### src/rtl/rv32_mem.sv
// rv32_mem: RV32 memory stage with IDLE/BUS FSM, byte-lane store steering and load extension.
// Define RV32_MEM_MISALIGN_TRAP_EN to fault misaligned half/word accesses instead of aligning them.
module rv32_mem (
    input  logic        clk,
    input  logic        reset,
    input  logic        valid_in,
    input  logic        mem_read_en_in,
    input  logic        mem_write_en_in,
    input  logic [1:0]  mem_width_in,
    input  logic        mem_zero_extend_in,
    input  logic [4:0]  rd_in,
    input  logic        rd_writeback_in,
    input  logic [31:0] result_in,
    input  logic [31:0] rs2_value_in,
    output logic        stall_out,
    output logic [31:0] data_address_out,
    output logic        data_read_en_out,
    output logic        data_write_en_out,
    output logic [3:0]  data_write_mask_out,
    output logic [31:0] data_write_value_out,
    input  logic [31:0] data_read_value_in,
    input  logic        data_ready_in,
    output logic        valid_out,
    output logic [4:0]  rd_out,
    output logic        rd_writeback_out,
    output logic [31:0] rd_value_out,
    output logic        fault_out
);
    typedef enum logic {IDLE, BUS} state_t;

    state_t      state_q, state_d;
    logic [31:0] addr_q, addr_d, rs2_q, rs2_d, value_q, value_d;
    logic [1:0]  width_q, width_d;
    logic        store_q, store_d, zext_q, zext_d, wb_q, wb_d;
    logic        valid_q, valid_d, wbo_q, wbo_d;
    logic [4:0]  rd_q, rd_d, rdo_q, rdo_d;
    logic        mem_op;
    logic [31:0] in_addr, shifted, load_value;
`ifdef RV32_MEM_MISALIGN_TRAP_EN
    logic        fault_q, fault_d, misalign;
    assign misalign  = (mem_width_in == 2'b01) ? result_in[0] :
                       (mem_width_in == 2'b10) ? |result_in[1:0] : 1'b0;
    assign fault_out = fault_q;
`else
    assign fault_out = 1'b0;
`endif

    assign mem_op        = mem_read_en_in | mem_write_en_in;
    assign in_addr[31:2] = result_in[31:2];
    assign in_addr[1:0]  = (mem_width_in == 2'b00) ? result_in[1:0] :
                           (mem_width_in == 2'b01) ? {result_in[1], 1'b0} : 2'b00;

    // Loads extract the addressed lane first, then extend from its top bit.
    assign shifted    = data_read_value_in >> {addr_q[1:0], 3'b000};
    assign load_value = (width_q == 2'b00) ? {{24{~zext_q & shifted[7]}}, shifted[7:0]} :
                        (width_q == 2'b01) ? {{16{~zext_q & shifted[15]}}, shifted[15:0]} : shifted;

    assign stall_out            = (state_q == BUS);
    assign data_address_out     = {addr_q[31:2], 2'b00};
    assign data_read_en_out     = (state_q == BUS) & ~store_q;
    assign data_write_en_out    = (state_q == BUS) & store_q;
    assign data_write_mask_out  = (width_q == 2'b00) ? 4'b0001 << addr_q[1:0] :
                                  (width_q == 2'b01) ? 4'b0011 << {addr_q[1], 1'b0} : 4'b1111;
    assign data_write_value_out = rs2_q << {addr_q[1:0], 3'b000};
    assign valid_out            = valid_q;
    assign rd_out               = rdo_q;
    assign rd_writeback_out     = wbo_q;
    assign rd_value_out         = value_q;

    always_comb begin
        state_d = state_q;
        addr_d  = addr_q;
        rs2_d   = rs2_q;
        width_d = width_q;
        store_d = store_q;
        zext_d  = zext_q;
        wb_d    = wb_q;
        rd_d    = rd_q;
        valid_d = 1'b0;
        wbo_d   = 1'b0;
        rdo_d   = rdo_q;
        value_d = value_q;
`ifdef RV32_MEM_MISALIGN_TRAP_EN
        fault_d = 1'b0;
`endif
        if (state_q == IDLE && valid_in) begin
            if (!mem_op) begin
                valid_d = 1'b1;
                rdo_d   = rd_in;
                wbo_d   = rd_writeback_in;
                value_d = result_in;
            end
`ifdef RV32_MEM_MISALIGN_TRAP_EN
            else if (misalign) begin
                valid_d = 1'b1;
                fault_d = 1'b1;
                rdo_d   = rd_in;
                value_d = 32'h0;
            end
`endif
            else begin
                state_d = BUS;
                addr_d  = in_addr;
                rs2_d   = rs2_value_in;
                width_d = mem_width_in;
                store_d = mem_write_en_in;
                zext_d  = mem_zero_extend_in;
                wb_d    = rd_writeback_in;
                rd_d    = rd_in;
            end
        end else if (state_q == BUS && data_ready_in) begin
            state_d = IDLE;
            valid_d = 1'b1;
            rdo_d   = rd_q;
            wbo_d   = ~store_q & wb_q;
            value_d = store_q ? 32'h0 : load_value;
        end
    end

    always_ff @(posedge clk) begin
        if (reset) begin
            state_q <= IDLE;
            addr_q  <= 32'h0;
            rs2_q   <= 32'h0;
            width_q <= 2'b00;
            store_q <= 1'b0;
            zext_q  <= 1'b0;
            wb_q    <= 1'b0;
            rd_q    <= 5'd0;
            valid_q <= 1'b0;
            wbo_q   <= 1'b0;
            rdo_q   <= 5'd0;
            value_q <= 32'h0;
`ifdef RV32_MEM_MISALIGN_TRAP_EN
            fault_q <= 1'b0;
`endif
        end else begin
            state_q <= state_d;
            addr_q  <= addr_d;
            rs2_q   <= rs2_d;
            width_q <= width_d;
            store_q <= store_d;
            zext_q  <= zext_d;
            wb_q    <= wb_d;
            rd_q    <= rd_d;
            valid_q <= valid_d;
            wbo_q   <= wbo_d;
            rdo_q   <= rdo_d;
            value_q <= value_d;
`ifdef RV32_MEM_MISALIGN_TRAP_EN
            fault_q <= fault_d;
`endif
        end
    end
endmodule

### config.mk
export PLATFORM = sky130hd
export DESIGN_NAME = rv32_mem
export DESIGN_NICKNAME = d
export VERILOG_FILES = /design/src/rtl/rv32_mem.sv
export SDC_FILE = /design/constraint.sdc
export NUM_CORES = 1
export LEC_CHECK = 0
export ABC_AREA = 1
export CORE_MARGIN = 2
export CORE_UTILIZATION = 44
export DETAILED_ROUTE_END_ITERATION = 10
export GPL_TIMING_DRIVEN = 0
export PLACE_DENSITY = 0.92
export SLEW_MARGIN = 40
export SYNTH_ARGS = -nofsm -noshare
export SYNTH_HDL_FRONTEND = slang
export SYNTH_SLANG_ARGS = --single-unit
### constraint.sdc
create_clock -name clk -period 1.9 [get_ports clk]
set_input_delay 0.38 -clock clk [delete_from_list [all_inputs] [get_ports clk]]
set_output_delay 0.38 -clock clk [all_outputs]
set_load 0.02 [all_outputs]
# After elaboration in Yosys (flattened, before gate mapping)
# Index checks and enable logic that the tools add are counted.
word_totals:
  register_bits: 114
  wordCells: 59
  out_inout_bits: 111
classes:
  reduce_logical: 8
  n_bitwise: 9
  shifts: 4
  eq_ne: 4
  n_mux: 22
op_table:
  columns: ["op", "n"]
  rows:
  - ["32-bit two-way mux", 6]
  - ["32-bit by 5-bit << shifter with 32-bit output", 1]
  - ["32-bit by 5-bit right shift with 32-bit output", 1]
  - ["5-bit two-way mux", 3]
  - ["1-bit two-way mux", 9]
  - ["4-bit two-way mux", 2]
  - ["2-bit AND reduction", 3]
  - ["1-bit AND", 5]
  - ["2-bit by 1-bit equality test with 1-bit output (second input constant)", 2]
  - ["2-bit zero test", 2]
  - ["2-bit two-way mux", 2]
  - ["2-bit inequality test (second input constant)", 2]
  - ["1-bit by 2-bit << shifter with 4-bit output (first input constant)", 1]
  - ["2-bit by 2-bit << shifter with 4-bit output (first input constant)", 1]
  - ["1-bit inverter", 3]
  - ["1-bit logical AND", 2]
  - ["2-bit nonzero test", 1]
  - ["1-bit bitwise OR", 1]

# Depth between registers and ports, before layout
# Gate-level depths: netlist of run 1.
depth:
  depth_word: 7
  mapped_depth: 12
  ltp_nobuf: 11

# Worst setup path before layout of run 1
# Ideal clock, no wire load.
synth_path:
  kind: "register to output"
  start: "register addr_q[0]"
  end: "output data_write_value_out[24]"
  path_stages_with_launch: 6
  arrival_ns: 1.472
  path_buffers: 3
  slack_ns: 0.048
  cell_sequence: "dfxtp_1 > buf_6 > buf_2 > buf_2 > o21ai_0 > o21ai_0"
synth_between:
  elab_chain_len: 1
synth_rtl:
  columns: ["item", "line_no", "rtl"]
  rows:
  - ["from (decl)", "32", "logic [31:0] addr_q, addr_d, rs2_q, rs2_d, value_q, value_d;"]
  - ["from (signal assigned)", "139", "addr_q <= addr_d;"]
  - ["32-bit by 5-bit << shifter with 32-bit output", "64", "assign data_write_value_out = rs2_q << {addr_q[1:0], 3'b000};"]
  - ["to (decl)", "20", "output logic [31:0] data_write_value_out,"]
# Every way passes these cells.

# Worst setup path after layout of run 1
layout_path:
  start: "register addr_q[1]"
  end: "output data_write_value_out[25]"
# The elaborated chain is that of the path after synthesis.

==> results.json, run 1 <==
{
  "hpwl_mm": 16.1,
  "startpoint_type": "register",
  "final_layout_size_suffix_gt1_share_pct": 18.5,
  "ys_ff_latch": 114,
  "path_max_fanout": 5,
  "tightest_slew_ns": 0.606,
  "synth_largest_area_cell": "dfxtp_1",
  "synth.distinct_cells": 24,
  "area_growth_pct": 60.8,
  "critical_path.top_delay_family": "buffers and inverters",
  "crit_path_end_kind": "primary output",
  "die_w_um": 117,
  "drc": 0,
  "whs_ns": 0.393,
  "start_util_pct": 44.8,
  "grt_overflow_total": 0,
  "maxSlewHeadroom_pct": 59.6,
  "crit_buf_inv": 3,
  "wl_per_cell_um": 17.5,
  "nFillCells": 967,
  "coreArea_um2": 12600,
  "critical_path_class": "register to primary output",
  "critPathMaxStageDelay_ns": 0.38,
  "instances_no_fill": 1277,
  "numCtsBuffers": 17,
  "maxSlewViolCount": 0,
  "grt_usage_pct": 31.2,
  "min_period_over_period_pct": 107,
  "via_per_inst": 5.42,
  "cts.clk_slew.worst_paths_ns": 0.06,
  "netlist_instances": 841,
  "power_density_nw_per_um2": 880,
  "nNetsFinal": 1203,
  "wirelength_mm": 22.3,
  "cp.required_ns": 1.52,
  "final_cell_mix": "nand2_1 (201), clkdlybuf4s50_1 (179), nor2_1 (114)",
  "place_inst": 1232,
  "fin_ws_ns": -0.136,
  "period_needed_ns": 2.04,
  "grt_antenna_before_repair": 0,
  "grt_pass1_vias": 6430,
  "clkLatencyLatePin_ns": 0.41,
  "ys_seq_area_share_pct": 40.5,
  "die_height_um": 117,
  "drtAntennaViolNets": 0,
  "maxCapViolCount": 0,
  "dieArea_um2": 13700,
  "clockBufferDepth": 2,
  "setup_viol": 16,
  "critPathSlowestCell": "dfxtp_4",
  "ys_warn_count": 0,
  "netlist.area_leader.share_pct": 40.5,
  "grt_max_degree": 20,
  "synth_area_leaders": "dfxtp_1 (40%), nand2_1 (14%), o21ai_0 (11%)",
  "skew_ns": 0.00752,
  "status": "complete, but fails checks",
  "min_path_type": "primary input to register",
  "multi_input_area_um2": 2930,
  "place_congestion": 0.966,
  "first_pass_iters": 5,
  "htreeDepth": 4,
  "seq_area_um2": 2290,
  "clk_root_buffer_cell": "clkbuf_16",
  "ioPinCount": 222,
  "antenna_cells": 0,
  "finalSetupTns_ns": -1.45,
  "power.leakage_nw": 3.86,
  "crit_chain": "buf_8 -> nor2_4 -> buf_6 -> a22oi_1 -> o21ai_1 -> buf_4",
  "fmax_mhz": 491,
  "hold_viol_final": 0,
  "cts_sinks": 114,
  "final_common_cell": "nand2_1",
  "synth_area_um2": 5640,
  "ir_worst_vdd_uv": 457,
  "cts_tree": "done",
  "grt_pass1_wl_mm": 32.6,
  "io_buffers": 217,
  "cp.arrival_ns": 1.66,
  "rsz0062_at_grt": "yes",
  "avgSynthCellArea_um2": 6.70,
  "rows": 41,
  "drt_iter0_drc": 604,
  "violations": "negative setup slack",
  "num_vias": 6915
}
sequential cells by signal, indices dropped and copies added, names as in the netlist:
signal / count
rd_q: 5
zext_q: 1
store_q: 1
addr_q: 32
rd_value_out: 32
stall_out: 1
rs2_q: 32
valid_out: 1
rd_out: 5
width_q: 2
wb_q: 1
rd_writeback_out: 1
cells in the mapped netlist (all sizes together):
cell    count
inv        33
nand4       1
o31ai       1
a211oi      2
clkbuf     34
dfxtp     114
nand2     206
buf        58
conb        1
nand3      22
a31oi       5
nor2      129
a22oi      23
o21ai     129
a21oi      83
worst paths after layout:
| check | start | endpoint | slack [ns] | cells after the start |
|---|---|---|---|---|
| max reg2reg | addr_q[0] | rd_value_out[29] | 0.16 | 12 |
| max | addr_q[1] | data_write_value_out[25] | -0.14 | 6 |
| min reg2reg | rd_q[1] | rd_q[1] | 0.46 | 2 |
| min | reset | width_q[1] | 0.39 | 2 |
repair_timing:
action                                  in CTS  in global routing
endpoints found under the setup margin      39                 51
gates cloned                                 1                  3
resized for setup                          253                 88
pin swaps                                    4                  6
buffers inserted                             6                  7
hold buffers                                 0                  0
cell type report:
class / count / share of cell area (%)
tap: 172 / 2.37
timing repair buffer: 233 / 24.9
timing repair inverter: 1 / 0.0828
sequential: 114 / 25.3
multi-input combinational: 604 / 32.3
inverter: 33 / 1.48
buffer: 88 / 6.90
clock inverter: 14 / 1.81
clock buffer: 18 / 4.85
report_power, final:
group | switching [mW] | total (mW) | leakage, nW | internal, mW
Clock | 1.17 | 3.26 | 0.291 | 2.09
Sequential | 0.133 | 2.72 | 0.940 | 2.58
Combinational | 1.10 | 2.00 | 2.62 | 0.894
Total | 2.41 | 7.97 | 3.86 | 5.56
per-layer routing:
metal  vias up  global-route usage, %  part of all wire (%)
met1      3168                   36.3                    38
met2       444                   53.3                    48
met3        74                   8.39                    10
li1       3229                      -                     -
met4         0                   14.7                   4.2
met5         -                      0                     0
per-stage QoR:
step / power (mW) / setup slack [ns] / utilization (%) / cell area [um2]
after floorplan: 3.70 / 0.0477 / - / 5640
after global placement: 4.57 / -0.593 / 63.9 / 8030
after detailed placement: 4.60 / -0.608 / 63.9 / 8030
after CTS: 7.83 / -0.158 / 69.4 / 8730
after global routing: 8.24 / -0.159 / 72.1 / 9060
final: 7.97 / -0.136 / 72.1 / 9060
logic make-up after synthesis:
logic type	after synthesis	synth area share [%]
buf+inv	125	11.6
other cells	1	0.0665
flops	114	40.5
simple gates	358	25.0
compound gates	243	22.8
Note: power is estimated with default switching activity, not from simulation.
==> inputs of run 2 (changes only) <==
--- a/config.mk
+++ b/config.mk
@@ -9,7 +9,7 @@
 export CORE_MARGIN = 2
 export CORE_UTILIZATION = 44
 export DETAILED_ROUTE_END_ITERATION = 10
-export GPL_TIMING_DRIVEN = 0
+export GPL_TIMING_DRIVEN = 1
 export PLACE_DENSITY = 0.92
 export SLEW_MARGIN = 40
 export SYNTH_ARGS = -nofsm -noshare
==> run 2 against run 1 <==
Against the previous run:
- critical path type unchanged
- clock power increased by 2%
- the flow still finishes with violations (negative setup slack)
- die area unchanged
- count of clock-buffer cells in the layout unchanged
- routed wire length decreased by 11%
- combinational power decreased by 9%
- maximum frequency increased by 6.9%
- non-clock buffer count decreased by 64
- worst setup slack improved by 0.13 ns
- sequential cell count unchanged
- total power decreased by 1.4%
==> results.json, run 2 (synthesis gave the netlist of run 1 again) <==
{
  "grt_antenna_before_repair": 0,
  "ioPinCount": 222,
  "wirelength_mm": 19.8,
  "rsz0062_at_grt": "yes",
  "nNetsFinal": 1139,
  "post_dp_cell_area_um2": 7900,
  "first_pass_iters": 5,
  "critical_path_class": "register to primary output",
  "cts.clk_slew.worst_paths_ns": 0.06,
  "min_path_type": "primary input to register",
  "htreeDepth": 4,
  "io_buffers": 218,
  "maxCapViolCount": 0,
  "drtAntennaViolNets": 0,
  "cp.required_ns": 1.52,
  "via_per_inst": 5.34,
  "clockBufferDepth": 2,
  "grt_overflow_total": 0,
  "crit_path_end_kind": "primary output",
  "grt_max_degree": 43,
  "path_max_fanout": 5,
  "final_common_cell": "nand2_1",
  "wl_per_cell_um": 16.3,
  "grt_pass1_wl_mm": 30.2,
  "period_needed_ns": 1.90,
  "grt_pass1_vias": 6133,
  "final_cell_mix": "nand2_1 (202), clkdlybuf4s50_1 (178), nor2_1 (121)",
  "die_height_um": 117,
  "final_layout_size_suffix_gt1_share_pct": 13.3,
  "area_growth_pct": 50.9,
  "cp.arrival_ns": 1.52,
  "startpoint_type": "register",
  "hold_viol_final": 0,
  "fin_ws_ns": -0.00328,
  "hpwl_mm": 14.3,
  "drt_iter0_drc": 355,
  "skew_ns": 0.00557,
  "status": "complete, but fails checks",
  "numCtsBuffers": 17,
  "antenna_cells": 0,
  "clkLatencyLatePin_ns": 0.42,
  "dieArea_um2": 13700,
  "design_area_um2": 8500,
  "fmax_mhz": 525,
  "grt_usage_pct": 28.7,
  "min_period_over_period_pct": 100,
  "num_vias": 6472,
  "cts_sinks": 114,
  "maxSlewViolCount": 0,
  "place_congestion": 0.979,
  "violations": "negative setup slack",
  "rows": 41,
  "setup_viol": 1,
  "coreArea_um2": 12600,
  "drc": 0,
  "whs_ns": 0.425,
  "ctsHoldBuffers": 0,
  "power.leakage_nw": 3.57,
  "instances_no_fill": 1213,
  "place_inst": 1179,
  "cts_tree": "done",
  "power_density_nw_per_um2": 925,
  "die_w_um": 117,
  "clk_root_buffer_cell": "clkbuf_16",
  "finalCoreUtilization_pct": 67.6,
  "ir_worst_vdd_uv": 594,
  "start_util_pct": 44.8
}
-- run 2: cell count changes in the layout (fill, tap and decap cells not counted), sizes merged --
cell,previous run,this run
clkinv,8,4
bufinv,3,4
inv,33,32
buf,107,71
clkbuf,51,23
dlygate4sd2,2,3
clkdlybuf4s50,179,178
clkinvlp,4,8
-- run 2: area by class of cell --
| type | instances | area [um2] |
|---|---|---|
| fillers | 1029 | 4070 |
| multi-input cells | 604 | 2780 |
| repair buffers | 257 | 2460 |
| flip-flops and latches | 114 | 2290 |
| clock buffers | 18 | 429 |
| well taps | 172 | 215 |
| clock inverters | 14 | 189 |
| inverters | 33 | 128 |
| repair inverters | 1 | 7.51 |
-- run 2: report_power, final --
| group | internal [mW] | switching [mW] | total, mW |
|---|---|---|---|
| Sequential | 2.58 | 0.116 | 2.70 |
| Combinational | 0.808 | 1.02 | 1.83 |
| Clock | 2.18 | 1.16 | 3.34 |
| Total | 5.57 | 2.29 | 7.86 |
-- run 2: metrics by stage --
step	power [mW]	setup WS, ns	TNS, ns
2_1_floorplan	3.70	0.0477	0
3_3_place_gp	4.53	-0.117	-0.851
3_5_place_dp	4.56	-0.129	-2.51
4_1_cts	7.85	-0.0193	-0.0357
5_1_grt	8.18	-0.0542	-0.360
6_report	7.87	-0.00328	-0.00328
-- run 2: routing by layer --
| layer | global-route usage [%] | wire (um) |
|---|---|---|
| met1 | 31.3 | 7220 |
| met2 | 49.8 | 9800 |
| met3 | 9.01 | 1960 |
| met4 | 15.4 | 827 |
| met5 | 0 | 0 |
-- run 2: worst max-delay path, cell delays in order (launching register included) --
cell and delay, ns:
dfxtp_4 0.36, nor2_4 0.16, buf_6 0.15, clkinvlp_4 0.13, nor2_1 0.15, buf_4 0.16
-- run 2: path summary, 6_finish.rpt --
path | slack (ns) | from | endpoint | cells after the start
max | -0.003 | addr_q[0] | data_write_value_out[3] | 5
min | 0.43 | reset | rd_out[4] | 4
max reg2reg | 0.21 | addr_q[0] | rd_value_out[8] | 9
min reg2reg | 0.46 | addr_q[10] | addr_q[10] | 2
-- run 2: repair_timing --
item / 4_1_cts / 5_1_grt
pin swaps: 1 / 0
cloned: 1 / 0
setup endpoints to repair: 39 / 45
setup buffers: 1 / 0
resized for setup: 182 / 48
==> inputs of run 3 (changes only) <==
--- a/config.mk
+++ b/config.mk
@@ -6,12 +6,13 @@
 export NUM_CORES = 1
 export LEC_CHECK = 0
 export ABC_AREA = 1
-export CORE_MARGIN = 2
-export CORE_UTILIZATION = 44
+export CORE_MARGIN = 5
+export CORE_UTILIZATION = 31
 export DETAILED_ROUTE_END_ITERATION = 10
 export GPL_TIMING_DRIVEN = 1
-export PLACE_DENSITY = 0.92
+export PLACE_DENSITY = 0.71
 export SLEW_MARGIN = 40
 export SYNTH_ARGS = -nofsm -noshare
 export SYNTH_HDL_FRONTEND = slang
 export SYNTH_SLANG_ARGS = --single-unit
+export TNS_END_PERCENT = 5
==> run 3 against run 2 <==
Against the previous run:
- the flow now finishes without violations
- total power rose by 4.1%
- global-route usage down 8.3 points
- clock power up 8.7%
- critical path depth stayed put
- sequential power hardly changed
- non-clock buffer count rose by 4
- first-iteration DRC count grew 9.6%
- die area rose by 53%
- worst setup slack better by 0.012 ns
- critical endpoint is now data_write_value_out[24]
==> results.json, run 3 (synthesis gave the netlist of run 1 again) <==
{
  "setup_viol": 0,
  "maxSlewViolCount": 0,
  "drc": 0,
  "cp.arrival_ns": 1.51,
  "clockBufferDepth": 2,
  "crit_buf_inv": 2,
  "cts_tree": "done",
  "coreArea_um2": 17900,
  "io_buffers": 218,
  "netSwitchingFraction_pct": 28.1,
  "finalCoreUtilization_pct": 48.2,
  "start_util_pct": 31.5,
  "wl_per_cell_um": 17.1,
  "critical_path_class": "register to primary output",
  "numCtsBuffers": 17,
  "critPathMaxStageDelay_ns": 0.36,
  "wirelength_mm": 21.8,
  "crit_chain": "nor2_4 -> buf_4 -> a22oi_1 -> o21ai_0 -> buf_2",
  "fin_ws_ns": 0.00919,
  "num_vias": 6291,
  "critPathSlowestCell": "dfxtp_4",
  "via_per_inst": 4.94,
  "place_ws_ns": -0.110,
  "drt_iter0_drc": 389,
  "instances_no_fill": 1273,
  "path_max_fanout": 5,
  "die_w_um": 145,
  "ioPinCount": 222,
  "grt_pass1_vias": 6150,
  "clk_root_buffer_cell": "clkbuf_16",
  "power.leakage_nw": 3.61,
  "die_height_um": 145,
  "hold_viol_final": 0,
  "power_mw": 8.19,
  "area_growth_pct": 53.1,
  "dieArea_um2": 21000,
  "grt_usage_pct": 20.5,
  "fmax_mhz": 529,
  "crit_path_end_kind": "primary output",
  "finalSetupTns_ns": 0,
  "nNetsFinal": 1142,
  "cts.clk_slew.worst_paths_ns": 0.06,
  "skew_ns": 0.0145,
  "period_needed_ns": 1.89,
  "seqPwrFrac_pct": 33.0,
  "hpwl_mm": 15.8,
  "rows": 49,
  "final_common_cell": "nand2_1",
  "final_cell_mix": "nand2_1 (202), clkdlybuf4s50_1 (179), nor2_1 (114)",
  "clkLatencyLatePin_ns": 0.42,
  "place_inst": 1238,
  "grt_antenna_before_repair": 0,
  "p_comb_share_pct": 22.7,
  "grt_overflow_total": 0,
  "grt_pass1_wl_mm": 33.2,
  "rsz0062_at_grt": "yes",
  "critical_path.top_delay_family": "buffers and inverters",
  "cp.required_ns": 1.52,
  "power_density_nw_per_um2": 949,
  "min_period_over_period_pct": 99.5,
  "drtAntennaViolNets": 0,
  "antenna_cells": 0,
  "ir_worst_vdd_uv": 609,
  "final_layout_size_suffix_gt1_share_pct": 13.6,
  "htreeDepth": 4,
  "clock_power_share_pct": 44.3,
  "status": "finished clean",
  "cts_sinks": 114,
  "min_path_type": "register to register",
  "first_pass_iters": 5,
  "maxCapViolCount": 0,
  "startpoint_type": "register",
  "grt_max_degree": 56,
  "power.internal_mw": 5.89,
  "place_congestion": 0.931,
  "p_sw_mw": 2.30
}
-- run 3: layout make-up --
class                      count  area [um2]
inverter                      33         128
fill                        1837        9280
clock buffer                  21         450
clock inverter                11         208
multi-input combinational    604        2790
sequential                   114        2290
tap                          229         287
timing repair buffer         261        2470
-- run 3: repair_timing --
item	in CTS	in global routing
pin swaps	0	2
buffers inserted	2	1
resized for setup	131	117
endpoints found under the setup margin	40	51
hold buffers	0	0
-- run 3: stage by stage --
| stage | cell area [um2] | hold slack, ns |
|---|---|---|
| 3_5_place_dp | 7920 | 0.453 |
| 4_1_cts | 8580 | 0.461 |
| 6_report | 8630 | 0.460 |
| 5_1_grt | 8630 | 0.478 |
| 3_3_place_gp | 7920 | 0.447 |
| 2_1_floorplan | 5640 | 0.440 |
-- run 3: per-layer routing --
layer  vias up  GRT usage, %  part of all wire (%)
met5         -             0                     0
met4         0          6.48                   1.8
met3        31          6.57                   9.9
met2       276          34.6                    48
met1      2880          24.7                    41
li1       3104             -                     -
-- run 3: power by group through the flow --
stage / registers [mW] / clock network, mW / logic (mW)
detailed placement: 2.75 / 0 / 1.85
finish: 2.70 / 3.63 / 1.86
CTS: 2.70 / 3.72 / 1.83
global placement: 2.75 / 0 / 1.84
floorplan: 2.81 / 0 / 0.894
global route: 2.72 / 3.83 / 2.03
-- run 3: tightest hold or removal path, delay by kind of cell, from the launching register on --
| family | cells | cell delay [ns] |
|---|---|---|
| DFF | 1 | 0.31 |
| and+or+nand+nor | 1 | 0.06 |
| AOI/OAI and AO/OA | 1 | 0.05 |
-- run 3: final timing paths --
kind,from,end,slack [ns],cells past startpoint
worst max-delay path,addr_q[0],data_write_value_out[24],0.009,5
worst min-delay path,addr_q[16],addr_q[16],0.46,2
worst max register to register,addr_q[0],rd_value_out[29],0.13,12
worst min register to register,addr_q[16],addr_q[16],0.46,2
